==> src/rtl/riscv_lsu_pkg.sv <==
// Shared definitions for the load/store unit: RV32I funct3 size codes and FSM states.
package riscv_lsu_pkg;

  localparam logic [2:0] F3_B  = 3'b000;
  localparam logic [2:0] F3_H  = 3'b001;
  localparam logic [2:0] F3_W  = 3'b010;
  localparam logic [2:0] F3_BU = 3'b100;
  localparam logic [2:0] F3_HU = 3'b101;

  typedef enum logic [2:0] {
    IDLE,
    LOAD,
    RMW_RD,
    WRITE,
    ERR
  } lsu_state_t;

endpackage

==> src/rtl/lsu_lane.sv <==
// Combinational lane logic: sub-word load extraction/extension and sub-word store merge.
module lsu_lane
  import riscv_lsu_pkg::*;
(
  input  logic [2:0]  funct3,
  input  logic [1:0]  addr_lo,
  input  logic [31:0] word,
  input  logic [31:0] wdata,
  output logic [31:0] load_data,
  output logic [31:0] store_data
);

  function automatic logic [31:0] sext8(input logic signed [7:0] v);
    logic signed [31:0] r;
    r = v;
    return r;
  endfunction

  function automatic logic [31:0] sext16(input logic signed [15:0] v);
    logic signed [31:0] r;
    r = v;
    return r;
  endfunction

  logic [7:0]  byte_sel;
  logic [15:0] half_sel;

  always_comb begin
    byte_sel = word[{addr_lo, 3'b000} +: 8];
    half_sel = word[{addr_lo[1], 4'b0000} +: 16];
    case (funct3)
      F3_B:    load_data = sext8(byte_sel);
      F3_H:    load_data = sext16(half_sel);
      F3_BU:   load_data = {24'h0, byte_sel};
      F3_HU:   load_data = {16'h0, half_sel};
      default: load_data = word;
    endcase
  end

  // Stores overwrite only the addressed lane of the previously read word.
  always_comb begin
    store_data = word;
    case (funct3)
      F3_B:    store_data[{addr_lo, 3'b000} +: 8]     = wdata[7:0];
      F3_H:    store_data[{addr_lo[1], 4'b0000} +: 16] = wdata[15:0];
      F3_W:    store_data = wdata;
      default: store_data = word;
    endcase
  end

endmodule

==> src/rtl/riscv_lsu.sv <==
// Load/store unit toward a single-cycle data memory; sub-word stores use read-modify-write.
// Optional build macro LSU_MISALIGN_TRAP_EN turns misaligned H/HU/SH/W requests into errors.
module riscv_lsu
  import riscv_lsu_pkg::*;
(
  input  logic        clk,
  input  logic        rst_n,
  input  logic        req,
  input  logic        we,
  input  logic [2:0]  funct3,
  input  logic [31:0] addr,
  input  logic [31:0] wdata,
  output logic        ready,
  output logic        done,
  output logic        err,
  output logic [31:0] rdata,
  output logic        mem_we,
  output logic [31:0] mem_a,
  output logic [31:0] mem_wd,
  input  logic [31:0] mem_rd
);

`ifdef LSU_MISALIGN_TRAP_EN
  localparam bit TRAP_MISALIGN = 1'b1;
`else
  localparam bit TRAP_MISALIGN = 1'b0;
`endif

  lsu_state_t  state, accept_state;
  logic [2:0]  f3_q;
  logic [31:0] addr_q, wdata_q, word_q;
  logic [31:0] lane_word, load_data, store_data;
  logic        invalid, misalign;

  // Classification of the request being presented in IDLE.
  always_comb begin
    if (we)
      invalid = !(funct3 == F3_B || funct3 == F3_H || funct3 == F3_W);
    else
      invalid = (funct3 == 3'b011 || funct3 == 3'b110 || funct3 == 3'b111);
    misalign = ((funct3 == F3_H || funct3 == F3_HU) && addr[0]) ||
               (funct3 == F3_W && addr[1:0] != 2'b00);
    if (invalid || (TRAP_MISALIGN && misalign))
      accept_state = ERR;
    else if (!we)
      accept_state = LOAD;
    else if (funct3 == F3_W)
      accept_state = WRITE;
    else
      accept_state = RMW_RD;
  end

  assign lane_word = (state == LOAD) ? mem_rd : word_q;

  lsu_lane u_lane (
    .funct3     (f3_q),
    .addr_lo    (addr_q[1:0]),
    .word       (lane_word),
    .wdata      (wdata_q),
    .load_data  (load_data),
    .store_data (store_data)
  );

  // Memory strobes decode from state, so reset removes mem_we without a clock.
  assign ready  = (state == IDLE);
  assign mem_we = (state == WRITE);
  assign mem_a  = ready ? 32'h0 : {addr_q[31:2], 2'b00};
  assign mem_wd = mem_we ? store_data : 32'h0;

  always_ff @(posedge clk or negedge rst_n) begin
    if (!rst_n) begin
      state   <= IDLE;
      f3_q    <= 3'b000;
      addr_q  <= 32'h0;
      wdata_q <= 32'h0;
      word_q  <= 32'h0;
      rdata   <= 32'h0;
      done    <= 1'b0;
      err     <= 1'b0;
    end else begin
      done <= 1'b0;
      err  <= 1'b0;
      case (state)
        IDLE: begin
          if (req) begin
            f3_q    <= funct3;
            addr_q  <= addr;
            wdata_q <= wdata;
            state   <= accept_state;
          end
        end
        LOAD: begin
          rdata <= load_data;
          done  <= 1'b1;
          state <= IDLE;
        end
        RMW_RD: begin
          word_q <= mem_rd;
          state  <= WRITE;
        end
        WRITE: begin
          done  <= 1'b1;
          state <= IDLE;
        end
        ERR: begin
          done  <= 1'b1;
          err   <= 1'b1;
          state <= IDLE;
        end
        default: state <= IDLE;
      endcase
    end
  end

endmodule

==> config.mk <==
export PLATFORM = sky130hd
export DESIGN_NAME = riscv_lsu
export DESIGN_NICKNAME = d
export VERILOG_FILES = /design/src/rtl/riscv_lsu_pkg.sv /design/src/rtl/lsu_lane.sv /design/src/rtl/riscv_lsu.sv
export SDC_FILE = /design/constraint.sdc
export NUM_CORES = 1
export LEC_CHECK = 0
export BUFFER_PORTS_ARGS = -buffer_cell sky130_fd_sc_hd__buf_2
export CORE_ASPECT_RATIO = 2
export CORE_MARGIN = 5
export CORE_UTILIZATION = 57
export CTS_CLUSTER_SIZE = 16
export DETAILED_ROUTE_END_ITERATION = 8
export PLACE_DENSITY = 0.86
export SYNTH_ARGS = -nofsm -noshare
export SYNTH_HDL_FRONTEND = slang
export SYNTH_SLANG_ARGS = --single-unit
==> constraint.sdc <==
create_clock -name clk -period 3.7 [get_ports clk]
set_clock_uncertainty 0.05 [all_clocks]
set_input_delay 0.37 -clock clk [delete_from_list [all_inputs] [get_ports clk]]
set_output_delay 0.37 -clock clk [all_outputs]
set_load 0.05 [all_outputs]
# ---- After elaboration in Yosys (flattened, before gate mapping)
# Index checks and enable logic that the tools add are counted.
# W data, S select, Z words.
dict set report op_classes {
  shifts 6
  n_reduce_logical 10
  n_mux 15
  addsub 2
  n_eq_ne 14
}
# op n
set ops {}
lappend ops {{$pmux W32 S4} 1}
lappend ops {{$mux W32} 3}
lappend ops {{$pmux W32 S3} 1}
lappend ops {{$bwmux W32} 2}
lappend ops {{$shift A16 B7 Y32 const A} 1}
lappend ops {{$shift A8 B7 Y32 const A} 1}
lappend ops {{$shiftx A16 B7 Y32} 1}
lappend ops {{$shiftx A32 B6 Y16} 1}
lappend ops {{$shiftx A32 B6 Y8} 1}
lappend ops {{$shiftx A8 B7 Y32} 1}
lappend ops {{$eq A3 B2 Y1 const B} 5}
lappend ops {{$eq A3 B3 Y1 const B} 5}
lappend ops {{$neg A5 Y7} 2}
lappend ops {{$eq A3 B1 Y1 const B} 3}
lappend ops {{$logic_not A3 Y1} 3}
lappend ops {{$mux W3} 2}
lappend ops {{$pmux W3 S2} 1}
lappend ops {{$logic_or A1 B1 Y1} 4}
lappend ops {{$mux W1} 4}
lappend ops {{$reduce_or A3 Y1} 1}
lappend ops {{$mux W2} 1}
lappend ops {{$ne A2 B2 Y1 const B} 1}
lappend ops {{$reduce_and A2 Y1} 1}
lappend ops {{$logic_not A1 Y1} 1}
dict set report word_totals {
  register_bits 136
  word_cells 55
}

# ---- Depth between registers and ports, before layout
dict set report logic_depth {
  word_depth 8
  ltp_mapped 8
}

# ---- Modules after synthesis
# Synthesis repeated with hierarchy kept, for this count alone.
dict set report hier_totals {
  hier_cells 638
  hier_area_um2 7598.5
}
# module area_per_inst_um2 cells_each seq_area_each_um2 n_inst
set by_module_without_submodules {}
lappend by_module_without_submodules {riscv_lsu 5929.4 407 3403.3 1}
lappend by_module_without_submodules {lsu_lane 1669.1 231 0.0 1}

# ---- Worst setup path after synthesis
# OpenSTA, ideal clock, no wires.
dict set report synth_timing {
  path_kind {register -> output}
  from {register addr_q[1]}
  to {output port mem_wd[30]}
  t_required_ns 3.280
  n_path_buf 1
  path_stages_with_launch 7
  arrival_ns 2.746
  slack_ns 0.534
  cell_sequence {dfrtp_1 > clkinv_1 > clkbuf_1 > ha_1 > nor3_1 > nand2_1 > a31oi_1}
}
dict set report synth_between {
  elab_chain_cells 5
  elab_cells_between_ends 10
  cone_classes {add/sub: 2; shift: 4; mux: 4}
}
# item line_no
set synth_rtl {}
lappend synth_rtl {{start, declared} riscv_lsu.sv:31} ;# logic [31:0] addr_q, wdata_q, word_q;
lappend synth_rtl {{start signal, assigned} riscv_lsu.sv:87} ;# addr_q <= addr;
lappend synth_rtl {{$neg A5 Y7 (on tied branches)} {lsu_lane.sv:45, lsu_lane.sv:44}}
lappend synth_rtl {{$shiftx A16 B7 Y32 (tied with other cells)} lsu_lane.sv:45} ;# F3_H: store_data[{addr_lo[1], 4'b0000} +: 16] = wdata[15:0];
lappend synth_rtl {{$bwmux W32 (on tied branches)} {lsu_lane.sv:45, lsu_lane.sv:44}}
lappend synth_rtl {{$pmux W32 S3 (*)} lsu_lane.sv:43} ;# case (funct3)
lappend synth_rtl {{$mux W32 (*)} riscv_lsu.sv:68} ;# assign mem_wd = mem_we ? store_data : 32'h0;
lappend synth_rtl {{end, declared} riscv_lsu.sv:19} ;# output logic [31:0] mem_wd,
# Every way passes the cells marked *; elsewhere a longest branch is shown, timed or not.

# ---- Final worst setup path
dict set report layout_timing {
  from {register addr_q[0]}
  to {output port mem_wd[0]}
}
dict set report layout_between {
  elab_chain_cells 5
  elab_cells_between_ends 6
  cone_classes {add/sub: 1; shift: 2; mux: 3}
}
# item line_no
set layout_rtl {}
lappend layout_rtl {{$neg A5 Y7 (*)} lsu_lane.sv:44} ;# F3_B: store_data[{addr_lo, 3'b000} +: 8] = wdata[7:0];
lappend layout_rtl {{$shiftx A8 B7 Y32 or $shift A8 B7 Y32 (tied branches)} lsu_lane.sv:44}
lappend layout_rtl {{$bwmux W32 (*)} lsu_lane.sv:44}
lappend layout_rtl {{$pmux W32 S3 (*)} lsu_lane.sv:43}
lappend layout_rtl {{$mux W32 (*)} riscv_lsu.sv:68}
# Marks and branches as above.

==> out/qor.yml <==
leakagePower_nw: 4.106
async_reset_ff_share_pct: 100.0
grt_pass1_vias: 6828
die_area_sq_um: 15370
synth_seq_area_share_pct: 46.41
fin_nets: 972
grt-ovfl-total: 0
synth_edf_count: 0
post_cts_buffers: 0
hold_buffers: 0
grt_antenna_before_repair: 1
synthFlopType: "dfrtp_1"
die_x_um: 90.21
dp_hpwl_mm: 16.59
swShare_pct: 47.13
coreArea_sq_um: 12630
multi_input_area_sq_um: 3665
start_util_pct: 58.08
violations: "hold timing"
cts_root_buffer: "clkbuf_16"
syn_inst: 684
drc_errors: 0
yosys-top-cells-area: "dfrtp_1 (46%), mux2_2 (19%), a21oi_1 (3.3%)"
whs_ns: -0.005891
viasPerCell: 6.351
avgSynthCellArea_sq_um: 10.72
path_class: "register to output port"
yosys.cell_count.top_type: "dfrtp_1"
grt_max_degree: 111
ys_types: 48
rows: 58
clk_latency_ns: 0.42
ir_worst_vdd_mv: 0.9095
max_cap_violations: 0
fmax_ghz: 0.2890
p_int_mw: 5.110
htreeDepth: 4
ioPinCount: 203
max_slew.worst_pin.slew_ns: 1.019
switchingPower_mw: 4.555
fin_crit_sh_pct: 93.53
ant_nets: 0
crit_required_ns: 3.28
tns_ns: 0
cp-end-kind: "output port"
ys_top_cells_by_count: "dfrtp_1 (136), mux2_2 (121), nor2_1 (53)"
gp_congestion: 0.9229
clkTransAtPathRegs_ns: 0.07
max-clock-path-buffers: 2
status: "finished with violations"
setup_viol: 0
power_frac_comb_pct: 52.2
p_per_area_nw_per_um2: 1065
post_cts_resized: 0
grt_pass1_wl_mm: 36.05
grt_usage_pct: 29.36
yosys.area.top_type: "dfrtp_1"
portBuffers: 200
netlist_area_sq_um: 7333
vias: 6529
drt_first_pass_iters: 7
finalMaxSlewViolations: 0
hold_path.class: "input port to asynchronous set/reset pin"
crit_fanout: 17
cts_tree: "yes"
rsz0062_at_grt: "no"
slew_headroom_pct: 32.06
startpoint_type: "register"
post_drt_wl_per_cell_um: 22.08
fillers: 947
numClockSinks: 136
die_h_um: 170.4
synth_warnings: 0
seqPwrFrac_pct: 29.3
cp.arrival_ns: 3.04
drive_above_1_share_pct: 43.56
clkPwrFrac_pct: 18.5
numCtsBuffers: 17
p_total_mw: 9.665
period_needed_ns: 3.461
finalWirelength_mm: 22.70
syn_to_final_growth_pct: 23.77
yosysTopAreaCellShare_pct: 46.41
seqCellArea_sq_um: 3405
finalHoldViolations: 1
synth-seq-cells: 136
drt_iter0_markers: 676
[final timing paths]
path | from | to | slack (ns) | cells after the start
worst max-delay path | addr_q[0] | mem_wd[0] | 0.24 | 6
worst min-delay path | rst_n | wdata_q[5] | -0.006 | 1
worst max register to register | state[0] | rdata[24] | 0.80 | 5
worst min register to register | addr_q[30] | addr_q[30] | 0.45 | 1
max in group asynchronous | rst_n | addr_q[26] | 2.72 | 2
min in group clk | addr[11] | addr_q[11] | 0.11 | 2
[sequential cells by signal (all words and copies together), names as in the netlist]
name and count:
word_q 32, err 1, f3_q 3, addr_q 32, done 1, state 3, wdata_q 32, rdata 32
[per-layer routing]
layer	share of wire [%]	global-route usage, %	wire length [um]	vias to the layer above
li1	-	-	-	2892
met1	34	32.08	7741	3133
met2	51	50.32	11550	407
met3	8.6	7.032	1945	97
met4	6.4	19.38	1460	0
met5	0	0	0	-
[logic make-up after synthesis]
group           Yosys count  share of synthesized area [%]
flops                   136                          46.41
mux                     131                          20.29
compound gates          174                          15.99
other cells               1                        0.05114
fa+ha+maj                 5                         0.8531
simple gates            175                          12.51
buf+inv                  62                          3.907
[final cells by class]
type	count	area share (%)
Multi-Input combinational cell	487	40.38
Sequential cell	136	37.51
Timing Repair Buffer	218	13.05
Clock buffer	18	4.728
Clock inverter	14	2.068
Tap cell	150	2.068
Inverter	4	0.1654
Antenna cell	1	0.02757
[cell usage in the layout, fill, tap and decap left out, types with 3 or more instances in the layout]
master and n:
a211oi_1 8, a21o_1 13, a21oi_1 49, a222oi_1 21
a31oi_1 27, a32oi_1 7, and3_1 7, buf_12 3
buf_2 197, buf_4 17, bufinv_16 3, clkbuf_16 17
clkinvlp_4 3, dfrtp_1 135, ha_1 5, inv_1 3
inv_6 4, mux2_2 121, mux2i_1 8, nand2_1 36
nand2b_1 6, nand3b_1 17, nor2_1 53, nor2b_1 33
nor3_1 5, o211ai_1 7, o21ai_0 25, o21bai_1 4
o221ai_1 7
[power by group through the flow]
| stage | clock network, mW | registers, mW | logic [mW] |
|---|---|---|---|
| 2_1_floorplan | 0 | 3.21 | 3.33 |
| 5_1_grt | 1.86 | 2.92 | 5.37 |
| 6_report | 1.79 | 2.83 | 5.05 |
| 3_3_place_gp | 0 | 2.79 | 4.89 |
| 4_1_cts | 1.80 | 2.81 | 5.02 |
| 3_5_place_dp | 0 | 2.83 | 4.98 |
[per-stage QoR]
stage                     utilization, %  area [sq um]  setup WS (ns)  cells  hold WS (ns)
after floorplan                        -          7337         0.5338    685       0.02441
after global placement             66.96          8456         0.5812    995        0.4053
after detailed placement           66.96          8456         0.5915    995        0.4290
after CTS                          71.85          9072        0.05154   1027       0.06599
after global routing               71.88          9076         0.1532   1028        0.1040
final                              71.88          9076         0.2395   1028     -0.005891
[critical path, cell delays in order (launching register included)]
cell and delay, ns:
dfrtp_2 0.55, inv_1 0.20, ha_1 0.39, nor4b_2 0.76
o21ai_0 0.24, a21oi_1 0.17, buf_2 0.30
Power figures use the tool's default switching activity.
